===== src/rtl/mac_pipe_sat.sv =====
// Pipelined signed multiply-accumulate with selectable saturate/wrap on overflow,
// sticky overflow flag, saturating term counter and a one-cycle result strobe.
module mac_pipe_sat #(
  parameter int INW   = 16,
  parameter int OUTW  = 64,
  parameter int PIPES = 1,
  parameter int CNTW  = 16
) (
  input  logic                   clk,
  input  logic                   reset,
  input  logic signed [INW-1:0]  input0,
  input  logic signed [INW-1:0]  input1,
  input  logic signed [INW-1:0]  init_value,
  input  logic                   init_acc,
  input  logic                   input_valid,
  input  logic                   sat_mode,
  output logic signed [OUTW-1:0] out,
  output logic                   out_valid,
  output logic                   ovf,
  output logic [CNTW-1:0]        acc_count
);

  logic signed [2*INW-1:0] prod_full;
  logic signed [OUTW-1:0]  prod_ext;
  logic signed [OUTW-1:0]  prod_pipe_reg [PIPES];
  logic                    vld_pipe_reg  [PIPES];

  assign prod_full = (2*INW)'(input0) * (2*INW)'(input1);
  assign prod_ext  = OUTW'(prod_full);

  // Product and its valid bit move through the stages side by side.
  genvar gi;
  generate
    for (gi = 0; gi < PIPES; gi++) begin : g_stage
      if (gi == 0) begin : g_first
        always_ff @(posedge clk) begin
          if (reset) begin
            prod_pipe_reg[gi] <= '0;
            vld_pipe_reg[gi]  <= 1'b0;
          end else begin
            prod_pipe_reg[gi] <= prod_ext;
            vld_pipe_reg[gi]  <= input_valid;
          end
        end
      end else begin : g_rest
        always_ff @(posedge clk) begin
          if (reset) begin
            prod_pipe_reg[gi] <= '0;
            vld_pipe_reg[gi]  <= 1'b0;
          end else begin
            prod_pipe_reg[gi] <= prod_pipe_reg[gi-1];
            vld_pipe_reg[gi]  <= vld_pipe_reg[gi-1];
          end
        end
      end
    end
  endgenerate

  logic signed [OUTW-1:0] p_d;
  logic                   v_d;
  assign p_d = prod_pipe_reg[PIPES-1];
  assign v_d = vld_pipe_reg[PIPES-1];

  logic signed [OUTW-1:0] out_reg, out_next;
  logic                   out_valid_reg, out_valid_next;
  logic                   ovf_reg, ovf_next;
  logic [CNTW-1:0]        acc_count_reg, acc_count_next;

  // One guard bit: overflow iff the two top bits of the extended sum disagree.
  logic [OUTW:0]          sum_ext;
  logic                   sum_ovf;
  logic signed [OUTW-1:0] sat_val;

  assign sum_ext = {out_reg[OUTW-1], out_reg} + {p_d[OUTW-1], p_d};
  assign sum_ovf = sum_ext[OUTW] ^ sum_ext[OUTW-1];
  assign sat_val = sum_ext[OUTW] ? {1'b1, {(OUTW-1){1'b0}}} : {1'b0, {(OUTW-1){1'b1}}};

  always_comb begin
    out_next       = out_reg;
    out_valid_next = 1'b0;
    ovf_next       = ovf_reg;
    acc_count_next = acc_count_reg;
    if (init_acc) begin
      out_next       = OUTW'(init_value);
      ovf_next       = 1'b0;
      acc_count_next = '0;
    end else if (v_d) begin
      out_valid_next = 1'b1;
      if (sum_ovf) begin
        ovf_next = 1'b1;
        out_next = sat_mode ? sat_val : sum_ext[OUTW-1:0];
      end else begin
        out_next = sum_ext[OUTW-1:0];
      end
      if (acc_count_reg != {CNTW{1'b1}}) begin
        acc_count_next = acc_count_reg + CNTW'(1);
      end
    end
  end

  always_ff @(posedge clk) begin
    if (reset) begin
      out_reg       <= '0;
      out_valid_reg <= 1'b0;
      ovf_reg       <= 1'b0;
      acc_count_reg <= '0;
    end else begin
      out_reg       <= out_next;
      out_valid_reg <= out_valid_next;
      ovf_reg       <= ovf_next;
      acc_count_reg <= acc_count_next;
    end
  end

  assign out       = out_reg;
  assign out_valid = out_valid_reg;
  assign ovf       = ovf_reg;
  assign acc_count = acc_count_reg;

endmodule


===== config.mk =====
export PLATFORM = sky130hd
export DESIGN_NAME = mac_pipe_sat
export DESIGN_NICKNAME = d
export VERILOG_FILES = /design/src/rtl/mac_pipe_sat.sv
export SDC_FILE = /design/constraint.sdc
export NUM_CORES = 1
export LEC_CHECK = 0
export CORE_UTILIZATION = 39
export CTS_CLUSTER_DIAMETER = 120
export DETAILED_ROUTE_END_ITERATION = 7
export GPL_TIMING_DRIVEN = 0
export SLEW_MARGIN = 20
export SYNTH_ARGS = -nofsm -noshare
export SYNTH_HDL_FRONTEND = slang
export SYNTH_SLANG_ARGS = --single-unit

===== constraint.sdc =====
create_clock -name clk -period 6.45 [get_ports clk]
set_input_delay 0.645 -clock clk [delete_from_list [all_inputs] [get_ports clk]]
set_output_delay 0.645 -clock clk [all_outputs]
set_load 0.03 [all_outputs]

==> out/metrics.cfg, run 1 <==
[flow_run]
drv_cap=0

[timing]
fin_crit_ns=6.195
layout_setup_ws_ns=0.2552
worst_pin_slew_ns=1.088
setup_viol=0
timing.fmax_ghz=0.1614
fin_skew_ns=0.008069
slew_violations=0
min_period_over_period=0.9604
finalHoldViolCount=0
slew_headroom=0.2559

[floorplanning]
die_height_um=217.0
boundaryPins=135
design.die.area_sq_mm=0.04707
die_w_um=217.0
core_area_sq_mm=0.04548
rows=78
start_util=0.3963

[drt]
drc=0
initialDrtViolationCount=958
wl_um=51410
viasPerCell=5.263
drt.antenna.violating_nets=0
wl_per_cell_um=17.88
via_count=15130
firstDrtPassIters=7

[clocking]
clock_path_buffers=2
cts_tree=done
clock_latency_ns=0.44
clk_pin_slew_ns=0.06
cts_hold_buf=0
numCtsBuffers=17
cts-root-buf=clkbuf_16
clkSinkCount=115
cts_max_level=4

[place]
placed_cell_area_sq_mm=0.02013
gp_congestion=0.9328
place_ws_ns=-1.739
dpl.hpwl_um=42430
portBuffers=133

[logic_synthesis]
yosysSeqAreaShare=0.1277
synth_top_area_frac=0.2921
ys_ff_latch=115
avgSynthCellArea_sq_um=8.574
yosysWarnings=0
async_reset_ff_frac=0
syn-cell-area_sq_mm=0.01802
synth_edf_count=0
synth_largest_area_cell=fa_1
syn_inst=2102
synth_nets=2565
synthDistinctLibCells=77
synth_area_leaders=fa_1 (29%), dfxtp_1 (13%), ha_1 (10%)
ys.flop_type=dfxtp_1
ys_top_cells_by_count=inv_1 (298), fa_1 (263), nand2_1 (218)
yosysMostFrequentCell=inv_1

[global_routing]
grt_pass1_wl_um=84130
met2_usage=0.3757
grt_pass1_vias=15670
antenna_found_initial=1
grt_overflow=0
grt_busiest_layer=met2
grt_usage=0.2254
grtUsageMet1=0.3055
grt_max_degree=20
met3_usage=0.03326

[min_path]
timing.hold.worst.class=reg -> reg

[setup_path]
crit_fanout=10
critPathKind=in -> reg
cp-start-kind=input pin
slowest_delay_ns=0.57
cpMaxStageDelayCell=fa_1
rrSetupSlack_ns=2.37
worstSetupEndpointType=register
crit_arrival_ns=6.49
cp.required_ns=6.74
cp_common_cell=fa_1

[final_layout]
syn2layout_area_growth_pct=15.90
num_antenna_cells=0
nets=2725
largest_reg_flops=64
layout-drive-gt1-share=0.08176
n_fill_cell=4577
fin_area_sq_mm=0.02089

[outcome]
outcome=finished, final reports clean

## worst paths after layout
check	endpoint	cells past startpoint	from
worst max-delay path	prod_pipe_reg[0][30]	25	input1[12]
worst min-delay path	ovf	1	ovf
worst max register to register	out[40]	14	prod_pipe_reg[0][62]
worst min register to register	ovf	1	ovf
## repair_timing
item / CTS / global route
pin swaps: 2 / 8
hold endpoints to repair: 0 / 0
gates resized for setup: 127 / 91
setup endpoints to repair: 17 / 8
setup buffers: 3 / 4
## logic make-up after synthesis
family	count (synthesis)	synth area share
adders and majority gates	410	0.3942
xor gates and xnor gates	104	0.05054
muxes	2	0.001111
buffers and inverters	404	0.08859
DFF	115	0.1277
and+or+nand+nor	649	0.1755
AOI/OAI and AO/OA	418	0.1623
## final cells by class
type	count	area, sq um	share of cell area
Multi-Input combinational cell	1583	14200	0.6799
Sequential cell	115	2303	0.1103
Timing Repair Buffer	141	1299	0.06218
Inverter	299	1122	0.05373
Tap cell	600	750.7	0.03594
Buffer	105	653.1	0.03127
Clock buffer	17	425.4	0.02037
Clock inverter	15	132.6	0.006350
## layer usage
layer	vias to the layer above	routed length [um]
li1	7280	-
met3	50	2833
met5	-	0
met4	0	887
met1	7383	23700
met2	418	23990
## per-stage QoR
stage           TNS, ns  hold slack [ns]  instances  utilization
6_report              0           0.4967       2875       0.4593
5_1_grt        -0.04809           0.5387       2875       0.4593
4_1_cts               0           0.4921       2871       0.4593
3_5_place_dp     -19.72           0.4816       2836       0.4427
3_3_place_gp     -19.47           0.4656       2835       0.4421
2_1_floorplan         0           0.6178       2102            -
## layout by cell type (no fill, tap or decap), drive strengths merged, types with 11 or more instances in the layout
master         Yosys  routed
ha               147     147
inv              298     301
xnor2             59      59
nor2             136     136
o21a              19      19
dfxtp            115     115
a211oi            11      11
nand4             35      35
fa               263     263
and2             123     123
nor2b             12      12
buf               34      64
nand2b            17      17
nand3             35      35
a21o              43      43
clkbuf            71      89
nand2            220     220
o21ai             74      74
a221o             35      35
and3              11      11
clkdlybuf4s50      0     102
xor2              45      45
nor3              36      36
o211ai            13      13
a2111oi           18      18
a21oi            125     125
## critical path, delay by kind of cell
kind	cells	cell delay, ns
AND/OR/NAND/NOR	3	0.21
XOR/XNOR	1	0.14
AO/OA/AOI/OAI	7	1.02
buffers and inverters	7	1.13
adder cells (fa/ha/maj)	7	3.30
Power of run 1 is left out: the tool's default activity adds up to more than one toggle a clock period on the data nets, which glitch-free logic cannot reach.
==> run 2: changes to the inputs <==
--- a/config.mk
+++ b/config.mk
@@ -5,6 +5,7 @@
 export SDC_FILE = /design/constraint.sdc
 export NUM_CORES = 1
 export LEC_CHECK = 0
+export CORE_ASPECT_RATIO = 1.25
 export CORE_UTILIZATION = 39
 export CTS_CLUSTER_DIAMETER = 120
 export DETAILED_ROUTE_END_ITERATION = 7
==> run 2 against run 1 <==
Global-route usage fell by 0.066 points. Maximum frequency fell by 0.80%. Hold slack got worse by 0.013 ns. Register-to-register slack improved by 0.04 ns. Critical endpoint unchanged. Highest routed layer unchanged.
==> out/metrics.cfg, run 2 (synthesis gave the netlist of run 1 again) <==
[floorplanning]
die_height_um=242.3
start_util=0.3970
design.die.area_sq_mm=0.04708
core_area_sq_mm=0.04539
boundaryPins=135
die_w_um=194.3
rows=87

[drt]
wl_um=51580
via_count=15250
initialDrtViolationCount=741
wl_per_cell_um=18.04
firstDrtPassIters=7
drt.antenna.violating_nets=0
drc=0
viasPerCell=5.333

[setup_path]
crit_arrival_ns=6.55
cp.required_ns=6.75
cp_common_cell=fa_1
crit_fanout=10
slowest_delay_ns=0.57
critPathKind=in -> reg
cp-start-kind=input pin
worstSetupEndpointType=register
cpMaxStageDelayCell=fa_1

[final_layout]
num_antenna_cells=0
largest_reg_flops=64
final_cell_mix=inv_1 (296), fa_1 (260), nand2_1 (218)
fin_area_sq_mm=0.02109
syn2layout_area_growth_pct=17.04
layout_commonest_cell=inv_1
nets=2731
layout-drive-gt1-share=0.08461

[clocking]
cts_hold_buf=0
clk_pin_slew_ns=0.06
cts-root-buf=clkbuf_16
cts_tree=done
clock_latency_ns=0.45
clkSinkCount=115
cts_max_level=4
numCtsBuffers=17
clock_path_buffers=2

[global_routing]
grt_usage=0.2247
grt_max_degree=19
grt_overflow=0
grt_pass1_wl_um=83460
antenna_found_initial=0
grt_pass1_vias=15890

[timing]
slew_headroom=0.3482
worst_pin_slew_ns=0.9753
fin_skew_ns=0.006805
setup_viol=0
slew_violations=0
finalHoldViolCount=0
rsz0062_at_grt=false
timing.fmax_ghz=0.1601
min_period_over_period=0.9682
fin_crit_ns=6.245
holdWs_ns=0.4840

[place]
gp_congestion=0.9358
placed_cell_area_sq_mm=0.02011
portBuffers=133
dpl.hpwl_um=43110

[flow_run]
drv_cap=0

[outcome]
outcome=finished, final reports clean

[min_path]
timing.hold.worst.class=reg -> reg

[run 2: area by class of cell]
cell class	instances	area, sq um
inverters	299	1126
repair buffers	148	1396
plain buffers	104	665.6
multi-input cells	1583	14210
fillers	4453	24300
flip-flops and latches	115	2303
clock buffers	18	439.2
well taps	578	723.2
clock inverters	14	226.5
[run 2: worst paths after layout]
check / from / endpoint / depth (start not counted) / slack [ns]
hold reg to reg: ovf / ovf / 1 / 0.48
hold / removal: ovf / ovf / 1 / 0.48
setup / recovery: input1[2] / prod_pipe_reg[0][30] / 25 / 0.21
setup reg to reg: prod_pipe_reg[0][62] / out[12] / 12 / 2.41
[run 2: critical path: cells and delay by family]
family          cells  cell delay (ns)
compound gates      8             1.15
xor+xnor            1             0.17
buf+inv             7             0.99
fa+ha+maj           7             3.41
simple gates        2             0.14
[run 2: repair_timing]
action / in CTS / in global routing
setup endpoints to repair: 17 / 9
pin swaps: 3 / 14
resized for setup: 146 / 74
setup buffers: 10 / 4
[run 2: routing by layer]
layer	global-route usage	part of all wire	up-vias
li1	-	-	7276
met1	0.2668	0.43	7555
met2	0.4152	0.51	338
met3	0.02896	0.036	78
met4	0.07283	0.026	0
met5	0	0	-
[run 2: metrics by stage]
| step | setup TNS [ns] | cells | utilization | setup WS, ns |
|---|---|---|---|---|
| 4_1_cts | 0 | 2855 | 0.4639 | 0.003709 |
| 6_report | 0 | 2859 | 0.4647 | 0.2054 |
| 3_5_place_dp | -21.19 | 2814 | 0.4430 | -1.912 |
| 2_1_floorplan | 0 | 2102 | - | 0.1128 |
| 5_1_grt | 0 | 2859 | 0.4647 | 0.002631 |
| 3_3_place_gp | -20.78 | 2813 | 0.4423 | -1.813 |
Power of run 2 is left out for the same reason.
